`config.mk`:
```
export PLATFORM = sky130hd
export DESIGN_NAME = player_move_ctrl
export DESIGN_NICKNAME = d
export VERILOG_FILES = /design/src/rtl/game_pkg.sv /design/src/rtl/player_move_ctrl_btn_edge.sv /design/src/rtl/player_move_ctrl.sv
export SDC_FILE = /design/constraint.sdc
export NUM_CORES = 1
export LEC_CHECK = 0
export ABC_CLOCK_PERIOD_IN_PS = 2700
export BUFFER_PORTS_ARGS = -buffer_cell sky130_fd_sc_hd__buf_2
export CAP_MARGIN = 20
export CORE_MARGIN = 5
export CORE_UTILIZATION = 45
export CTS_BUF_LIST = sky130_fd_sc_hd__clkbuf_8
export DETAILED_ROUTE_END_ITERATION = 10
export GPL_TIMING_DRIVEN = 0
export PLACE_DENSITY = 0.67
export SKIP_CTS_REPAIR_TIMING = 1
export SLEW_MARGIN = 20
export SYNTH_ARGS = -nofsm -noshare
export SYNTH_HDL_FRONTEND = slang
export SYNTH_SLANG_ARGS = --single-unit
```
`constraint.sdc`:
```
create_clock -name clk -period 2.7 [get_ports clk]
set_input_delay 0.405 -clock clk [delete_from_list [all_inputs] [get_ports clk]]
set_output_delay 0.405 -clock clk [all_outputs]
set_load 0.05 [all_outputs]
```
`src/rtl/game_pkg.sv`:
```
// game_pkg: tile codes, direction codes and move-FSM states shared by the
// player movement logic.
package game_pkg;

  localparam logic [2:0] TILE_FLOOR = 3'd0;
  localparam logic [2:0] TILE_WALL  = 3'd1;
  localparam logic [2:0] TILE_VOID  = 3'd7;

  localparam logic [1:0] DIR_UP    = 2'd0;
  localparam logic [1:0] DIR_DOWN  = 2'd1;
  localparam logic [1:0] DIR_LEFT  = 2'd2;
  localparam logic [1:0] DIR_RIGHT = 2'd3;

  typedef enum logic [1:0] {
    IDLE  = 2'd0,
    WAIT  = 2'd1,
    CHECK = 2'd2
  } state_t;

  // Anything other than solid wall or out-of-map void can be stepped on.
  function automatic logic isWalkable(input logic [2:0] tileType);
    return (tileType != TILE_WALL) && (tileType != TILE_VOID);
  endfunction

endpackage

```
`src/rtl/player_move_ctrl_btn_edge.sv`:
```
// btn_edge: registers one debounced button and raises a request on its rising
// edge; with MOVE_REPEAT_EN defined a held button also re-requests while idle.
module btn_edge #(
  parameter int REPEAT_DLY = 8
) (
  input  logic clk,
  input  logic rst,
  input  logic i_level,
  input  logic i_idle,
  input  logic i_clear,
  output logic o_req
);

  logic r_prev;

  always_ff @(posedge clk) begin
    if (rst) r_prev <= 1'b0;
    else     r_prev <= i_level;
  end

`ifdef MOVE_REPEAT_EN
  localparam int CW = (REPEAT_DLY > 1) ? $clog2(REPEAT_DLY) : 1;

  logic [CW-1:0] r_cnt;
  logic          w_fire;

  // Only idle cycles with the button still held count towards a repeat.
  assign w_fire = i_level & r_prev & i_idle & (r_cnt == CW'(REPEAT_DLY - 1));

  always_ff @(posedge clk) begin
    if (rst)                                     r_cnt <= '0;
    else if (!i_level || !r_prev || !i_idle || i_clear) r_cnt <= '0;
    else                                         r_cnt <= r_cnt + 1'b1;
  end

  assign o_req = (i_level & ~r_prev) | w_fire;
`else
  logic [31:0] w_unused;
  assign w_unused = 32'(REPEAT_DLY) ^ {30'd0, i_idle, i_clear};
  assign o_req    = i_level & ~r_prev;
`endif

endmodule

```
`src/rtl/player_move_ctrl.sv`:
```
// player_move_ctrl: turns button edges into map-checked grid moves.
// Hold-to-repeat moves are enabled by defining MOVE_REPEAT_EN.
module player_move_ctrl
  import game_pkg::*;
#(
  parameter int MAP_ROWS   = 15,
  parameter int MAP_COLS   = 20,
  parameter int START_R    = 1,
  parameter int START_C    = 1,
  parameter int MAP_LAT    = 2,
  parameter int REPEAT_DLY = 8
) (
  input  logic       clk,
  input  logic       rst,
  input  logic       up_pressed,
  input  logic       down_pressed,
  input  logic       left_pressed,
  input  logic       right_pressed,
  input  logic [2:0] dest_type,
  output logic [9:0] dest_r,
  output logic [9:0] dest_c,
  output logic       query_valid,
  output logic [9:0] pos_r,
  output logic [9:0] pos_c,
  output logic [1:0] facing,
  output logic       move_done,
  output logic       move_blocked
);

  localparam int            CW       = (MAP_LAT > 1) ? $clog2(MAP_LAT) : 1;
  localparam logic [CW-1:0] LAT_LAST = CW'(MAP_LAT - 1);

  state_t        r_state;
  logic [CW-1:0] r_cnt;
  logic [9:0]    r_posR, r_posC, r_destR, r_destC;
  logic [1:0]    r_facing;
  logic          r_qv, r_done, r_blocked;

  logic [3:0] w_level, w_req;
  logic       w_idle, w_take, w_offGrid;
  logic [1:0] w_dir;
  logic [9:0] w_tgtR, w_tgtC;

  assign w_level = {right_pressed, left_pressed, down_pressed, up_pressed};
  assign w_idle  = (r_state == IDLE);
  assign w_take  = w_idle & (|w_req);

  for (genvar gi = 0; gi < 4; gi++) begin : g_btn
    btn_edge #(.REPEAT_DLY(REPEAT_DLY)) u_btn (
      .clk     (clk),
      .rst     (rst),
      .i_level (w_level[gi]),
      .i_idle  (w_idle),
      .i_clear (w_take),
      .o_req   (w_req[gi])
    );
  end

  // Pick one direction by priority; the edge test guards every decrement.
  always_comb begin
    w_dir     = DIR_RIGHT;
    w_offGrid = 1'b0;
    w_tgtR    = r_posR;
    w_tgtC    = r_posC;
    if      (w_req[DIR_UP])   w_dir = DIR_UP;
    else if (w_req[DIR_DOWN]) w_dir = DIR_DOWN;
    else if (w_req[DIR_LEFT]) w_dir = DIR_LEFT;
    case (w_dir)
      DIR_UP: begin
        w_offGrid = (r_posR == 10'd0);
        if (!w_offGrid) w_tgtR = r_posR - 10'd1;
      end
      DIR_DOWN: begin
        w_offGrid = (r_posR == 10'(MAP_ROWS - 1));
        if (!w_offGrid) w_tgtR = r_posR + 10'd1;
      end
      DIR_LEFT: begin
        w_offGrid = (r_posC == 10'd0);
        if (!w_offGrid) w_tgtC = r_posC - 10'd1;
      end
      default: begin
        w_offGrid = (r_posC == 10'(MAP_COLS - 1));
        if (!w_offGrid) w_tgtC = r_posC + 10'd1;
      end
    endcase
  end

  always_ff @(posedge clk) begin
    if (rst) begin
      r_state   <= IDLE;
      r_cnt     <= '0;
      r_posR    <= 10'(START_R);
      r_posC    <= 10'(START_C);
      r_destR   <= 10'(START_R);
      r_destC   <= 10'(START_C);
      r_facing  <= DIR_DOWN;
      r_qv      <= 1'b0;
      r_done    <= 1'b0;
      r_blocked <= 1'b0;
    end else begin
      r_done    <= 1'b0;
      r_blocked <= 1'b0;
      case (r_state)
        IDLE: begin
          if (w_take) begin
            r_facing <= w_dir;
            if (w_offGrid) begin
              r_blocked <= 1'b1;
            end else begin
              r_destR <= w_tgtR;
              r_destC <= w_tgtC;
              r_qv    <= 1'b1;
              r_cnt   <= '0;
              r_state <= WAIT;
            end
          end
        end
        WAIT: begin
          if (r_cnt == LAT_LAST) r_state <= CHECK;
          else                   r_cnt   <= r_cnt + 1'b1;
        end
        CHECK: begin
          if (isWalkable(dest_type)) begin
            r_posR <= r_destR;
            r_posC <= r_destC;
            r_done <= 1'b1;
          end else begin
            r_blocked <= 1'b1;
          end
          r_qv    <= 1'b0;
          r_state <= IDLE;
        end
        default: r_state <= IDLE;
      endcase
    end
  end

  assign dest_r       = r_destR;
  assign dest_c       = r_destC;
  assign query_valid  = r_qv;
  assign pos_r        = r_posR;
  assign pos_c        = r_posC;
  assign facing       = r_facing;
  assign move_done    = r_done;
  assign move_blocked = r_blocked;

endmodule

```
==> flow_metrics.tcl, run 1 <==
set metrics [dict create \
    rows 29 \
    grtUsageTotal 0.2088 \
    core_um2 6314 \
    cts-root-buf "clkbuf_8" \
    path_class "register to register" \
    r2r_cells 7 \
    p_leak_nw 1.387 \
    place_congestion 0.9550 \
    seq_power_share 0.476 \
    final_cell_count_no_fill 504 \
    cts_sinks 52 \
    peakVddDrop_v 0.0002745 \
    skew_ps 8.444 \
    ys_ff_latch 52 \
    antenna_found_initial 0 \
    power_density_nw_per_um2 508.8 \
    crit_family "compound AO/OA/AOI/OAI gates" \
    wirelength_um 8624 \
    first_global_vias 2706 \
    chipHeight_um 90.16 \
    worstHoldPathType "input pin to register" \
    die_area_um2 8129 \
    ys.flop_type "dfxtp_1" \
    cp_max_fo 10 \
    crit_chain "inv_1 > ha_1 > a41oi_1 > buf_2 > a221oi_1 > a211o_1 > a21oi_1" \
    rr_startpoint "pos_r[1]" \
    worstPathRequired_ps 2930 \
    grt_overflow 0 \
    setup_violations 0 \
    relSlewSlack 0.5263 \
    drtPass1Iterations 5 \
    antenna_left 0 \
    syn_nets 383 \
    hpwl_um 6390 \
    min_period_ps 2397 \
    crit_path_top_delay_cell "dfxtp_1" \
    p_sw_frac 0.3079 \
    seqCellArea_um2 1041 \
    finalPower_w 0.001714 \
    die_width_um 90.16 \
    p_sw_w 0.0005279 \
    syn_area_um2 2892 \
    setup_ws_ps 303.3 \
    worstMarginPinSlew_ps 710.6 \
    slowest_delay_ps 580 \
    p_int_w 0.001187 \
    nets 442 \
    rsz0062_at_grt "no" \
    holdPathStages 2 \
    port_buffers 52 \
    initial_core_util 0.4580 \
    crit_buf_inv 2 \
    clockBufferDepth 2 \
    syn_inst 367 \
    holdPathEnd "g_btn[3].u_btn.r_prev" \
    fin_setup_tns_ps 0 \
    drtIter0Drc 168 \
    drc 0 \
    critPathCaptureType "register" \
    cts_buffers 5 \
    cp.arrival_ps 2630 \
    placed_cells 496 \
    r2r-end "dest_r[9]" \
    dpl_worst_slack_ps 243.5 \
    via_per_inst 5.903 \
    async_flop_share 0 \
    clk_pin_slew_ps 100 \
    synth_edf_count 0 \
    grt_pass1_wl_um 13970 \
    power_frac_clock 0.338 \
    htreeDepth 2 \
    rrSetupSlack_ps 300 \
    outcome "finished, final reports clean" \
    ys_seq_area_frac 0.3600 \
    drive_gt1_frac 0.1991 \
    maxSlewViolCount 0 \
    ios 54 \
    vias 2975 \
    max_freq_mhz 417.2 \
    maxCapViolCount 0 \
    fin_crit_sh 0.8877 \
    timing.hold.ws_ps 318.7 \
    syn_avg_cell_area_um2 7.879 \
    cp-start-kind "register" \
    syn_to_final_growth_pct 16.53 \
    cts_tree "yes" \
    routedWlPerCell_um 17.11 \
    antenna_cells 0 \
    combPwrFrac 0.186 \
    synth.distinct_cells 58 \
    finalHoldViolCount 0 \
    nFillCells 633 \
    grt_max_degree 17 \
    multi_input_area_um2 1722 \
    clk_latency_ps 310 \
    hp-start "right_pressed" \
    ys_warn_count 0 \
]
-- worst max-delay path by stage --
stage	startpoint	end	slack (ps)	cells past startpoint
2_1_floorplan	pos_c[0]	dest_c[8]	290	8
3_3_place_gp	up_pressed	dest_c[3]	260	9
3_5_place_dp	up_pressed	dest_r[8]	240	9
4_1_cts	pos_r[1]	dest_r[9]	340	7
5_1_grt	pos_r[1]	dest_r[1]	110	7
6_report	pos_r[1]	dest_r[9]	300	7
-- worst reg2reg max path: stages, from the launching register on --
cell	delay [ps]
dfxtp_1	580
inv_1	160
ha_1	230
a41oi_1	410
buf_2	320
a221oi_1	120
a211o_1	340
a21oi_1	160
-- metal layers --
layer	vias to the layer above	wire [um]	global-route usage
met1	1401	3938	0.2919
met2	118	3958	0.3256
met5	-	0	0
met4	0	166	0.06948
met3	16	561	0.03422
li1	1440	-	-
-- cell usage in the layout, fill, tap and decap left out, drive strengths merged, types with 2 or more instances in the layout --
cell type | netlist | layout
nand2 | 66 | 66
buf | 12 | 64
dfxtp | 52 | 52
a21oi | 34 | 34
nor2 | 23 | 23
nor3 | 21 | 21
and3 | 16 | 16
clkbuf | 8 | 14
nand3 | 13 | 13
o21ai | 12 | 12
xnor2 | 8 | 8
nor2b | 8 | 8
ha | 7 | 7
nor4 | 7 | 7
inv | 6 | 6
and2 | 6 | 6
o211ai | 6 | 6
a31oi | 6 | 6
nand4 | 5 | 5
and4 | 5 | 5
nand3b | 5 | 5
a32oi | 4 | 4
nand2b | 3 | 3
a41oi | 3 | 3
a221oi | 3 | 3
or3 | 2 | 2
or2 | 2 | 2
a21o | 2 | 2
a211oi | 2 | 2
clkinv | 1 | 2
o21a | 2 | 2
a31o | 2 | 2
o221a | 2 | 2
-- sequential cells by signal, indices dropped and copies added (netlist names) --
register,flops
dest_c,10
dest_r,10
pos_c,10
pos_r,10
g_btn.u_btn.r_prev,4
facing,2
r_state,2
move_blocked,1
move_done,1
query_valid,1
r_cnt,1
-- area by class of cell --
cell class,count,area share
flip-flops and latches,52,0.3089
clock inverters,2,0.01151
inverters,7,0.007798
repair buffers,52,0.07724
well taps,77,0.02859
plain buffers,20,0.03045
clock buffers,6,0.02451
multi-input cells,288,0.5110
-- synthesized netlist by cell type, types with 7 or more instances --
master | instances | share of area
dfxtp_1 | 52 | 0.36
ha_1 | 7 | 0.030
nand2_1 | 66 | 0.086
xnor2_1 | 8 | 0.024
clkbuf_1 | 8 | 0.010
buf_2 | 7 | 0.012
nor3_1 | 20 | 0.035
nor2_1 | 22 | 0.029
and3_1 | 15 | 0.032
o21ai_0 | 9 | 0.016
a21oi_1 | 34 | 0.059
nor2b_1 | 8 | 0.017
nand3_1 | 13 | 0.023
-- through the flow --
step,util,instance area [um2]
6_report,0.5337,3369
5_1_grt,0.5337,3369
4_1_cts,0.5337,3369
3_5_place_dp,0.5145,3248
3_3_place_gp,0.5145,3248
2_1_floorplan,-,2892
-- power by group through the flow --
stage	sequential [W]	combinational, W	clock (W)
2_1_floorplan	0.000903	0.000154	0
3_3_place_gp	0.000833	0.000315	0
3_5_place_dp	0.000834	0.000317	0
4_1_cts	0.000816	0.000319	0.000587
5_1_grt	0.000821	0.000344	0.000616
6_report	0.000816	0.000320	0.000579
-- logic make-up (layout without fill, tap and decap cells) --
family | after synthesis | in the layout | share of synthesized area
simple gates | 187 | 187 | 0.3436
compound gates | 85 | 85 | 0.1939
flops | 52 | 52 | 0.3600
buf+inv | 27 | 87 | 0.04456
xor+xnor | 8 | 8 | 0.02423
fa+ha+maj | 7 | 7 | 0.03029
mux | 1 | 1 | 0.003462
No activity file was read; power rests on OpenSTA's default activity.
==> run 2: changes to the inputs <==
--- a/constraint.sdc
+++ b/constraint.sdc
@@ -3,2 +3,2 @@
 set_output_delay 0.405 -clock clk [all_outputs]
-set_load 0.05 [all_outputs]
+set_load 0.1 [all_outputs]
==> run 2 against run 1 <==
  * Register-to-register slack is essentially flat
  * Clock skew shrank 1.1 ps
  * Die area is the same
  * Routed wire length grew 0.66%
  * Global-route usage shrank 0.12 points
  * Final cell count is the same
  * Sequential cell count is the same
  * Hold slack gained 4.2 ps
==> flow_metrics.tcl, run 2 (same netlist as run 1, synthesis figures left out) <==
set metrics [dict create \
    fin_crit_sh 0.8877 \
    maxSlewViolCount 0 \
    r2r-end "dest_c[9]" \
    clockBufferDepth 2 \
    max_freq_mhz 417.2 \
    die_width_um 90.16 \
    htreeDepth 2 \
    antenna_left 0 \
    p_int_w 0.001091 \
    drive_gt1_frac 0.2061 \
    grtUsageTotal 0.2075 \
    chipHeight_um 90.16 \
    power_frac_clock 0.285 \
    seqCellArea_um2 1045 \
    p_sw_frac 0.3559 \
    cts_sinks 52 \
    peakVddDrop_v 0.0003517 \
    grt_pass1_wl_um 13940 \
    place_congestion 0.9629 \
    rrSetupSlack_ps 300 \
    final_util 0.5305 \
    wirelength_um 8681 \
    die_area_um2 8129 \
    initial_core_util 0.4580 \
    worstHoldPathType "input pin to register" \
    cts_tree "yes" \
    holdPathEnd "g_btn[3].u_btn.r_prev" \
    clk_latency_ps 310 \
    p_sw_w 0.0006030 \
    nFillCells 634 \
    finalHoldViolCount 0 \
    maxCapViolCount 0 \
    drtPass1Iterations 5 \
    via_per_inst 5.887 \
    combPwrFrac 0.234 \
    holdPathStages 2 \
    final_common_cell "nand2_1" \
    layout_common_cells "nand2_1 (66), buf_2 (59), dfxtp_1 (49), a21oi_1 (34), nor2_1 (22)" \
    setup_violations 0 \
    cts-root-buf "clkbuf_8" \
    first_global_vias 2757 \
    routedWlPerCell_um 17.22 \
    port_buffers 52 \
    p_leak_nw 1.368 \
    nets 442 \
    critPathCaptureType "register" \
    drtIter0Drc 163 \
    clk_pin_slew_ps 100 \
    hpwl_um 6371 \
    antenna_found_initial 0 \
    outcome "finished, final reports clean" \
    path_class "register to register" \
    worstMarginPinSlew_ps 728.1 \
    cp-start-kind "register" \
    rsz0062_at_grt "no" \
    grt_overflow 0 \
    multi_input_area_um2 1722 \
    syn_to_final_growth_pct 15.84 \
    worstPathRequired_ps 2940 \
    power_density_nw_per_um2 505.8 \
    hp-start "right_pressed" \
    cts_buffers 5 \
    cp.arrival_ps 2630 \
    r2r_cells 8 \
    fin_setup_tns_ps 0 \
    seq_power_share 0.482 \
    rows 29 \
    min_period_ps 2397 \
    rr_startpoint "pos_r[1]" \
    core_um2 6314 \
    vias 2967 \
    relSlewSlack 0.5101 \
    drc 0 \
    antenna_cells 0 \
    cp_max_fo 10 \
    ios 54 \
    skew_ps 7.317 \
    grt_max_degree 17 \
]
==> run 2: layer usage <==
| metal | global-route usage | vias to the layer above | routed length (um) |
|---|---|---|---|
| met5 | 0 | - | 0 |
| met4 | 0.06948 | 0 | 223 |
| met3 | 0.03422 | 18 | 528 |
| met2 | 0.3445 | 110 | 4071 |
| met1 | 0.2724 | 1390 | 3857 |
| li1 | - | 1449 | - |
==> run 2: worst max-delay path by stage <==
stage,slack [ps],start,cells after the start,end
floorplan,9,pos_c[6],8,dest_c[8]
global placement,240,up_pressed,9,dest_r[8]
detailed placement,250,up_pressed,9,dest_r[8]
CTS,390,pos_r[1],8,dest_r[8]
global route,240,pos_r[1],7,dest_r[1]
finish,300,pos_r[1],8,dest_c[9]
==> run 2: per-stage QoR <==
stage,setup WS (ps),area (um2),total power (W),hold WS [ps],std cells
2_1_floorplan,8.969,2895,0.001136,457.6,367
3_3_place_gp,243.9,3252,0.001225,447.4,496
3_5_place_dp,251.0,3252,0.001227,454.5,496
4_1_cts,387.1,3349,0.001706,319.9,504
5_1_grt,241.2,3349,0.001771,329.4,504
6_report,303.3,3349,0.001694,322.9,504
==> run 2: worst max-delay path, cell delays in order (launching register included) <==
cell and delay [ps]:
dfxtp_1 610, inv_1 170, ha_1 230, and3_1 170
o211a_1 240, o21ai_2 340, buf_4 270, o211ai_1 160
a21oi_1 140
==> run 2: layout make-up <==
class | count | share of cell area
repair buffers | 52 | 0.07770
clock buffers | 6 | 0.02465
inverters | 7 | 0.007845
well taps | 77 | 0.02876
flip-flops and latches | 52 | 0.3119
clock inverters | 2 | 0.004483
plain buffers | 20 | 0.03063
multi-input cells | 288 | 0.5140
==> run 2: power by group through the flow <==
| stage | Combinational [W] | Clock, W | Sequential [W] |
|---|---|---|---|
| 3_3_place_gp | 0.000392 | 0 | 0.000833 |
| 3_5_place_dp | 0.000393 | 0 | 0.000834 |
| 6_report | 0.000396 | 0.000482 | 0.000816 |
| 5_1_grt | 0.000420 | 0.000531 | 0.000820 |
| 4_1_cts | 0.000395 | 0.000495 | 0.000816 |
| 2_1_floorplan | 0.000155 | 0 | 0.000981 |
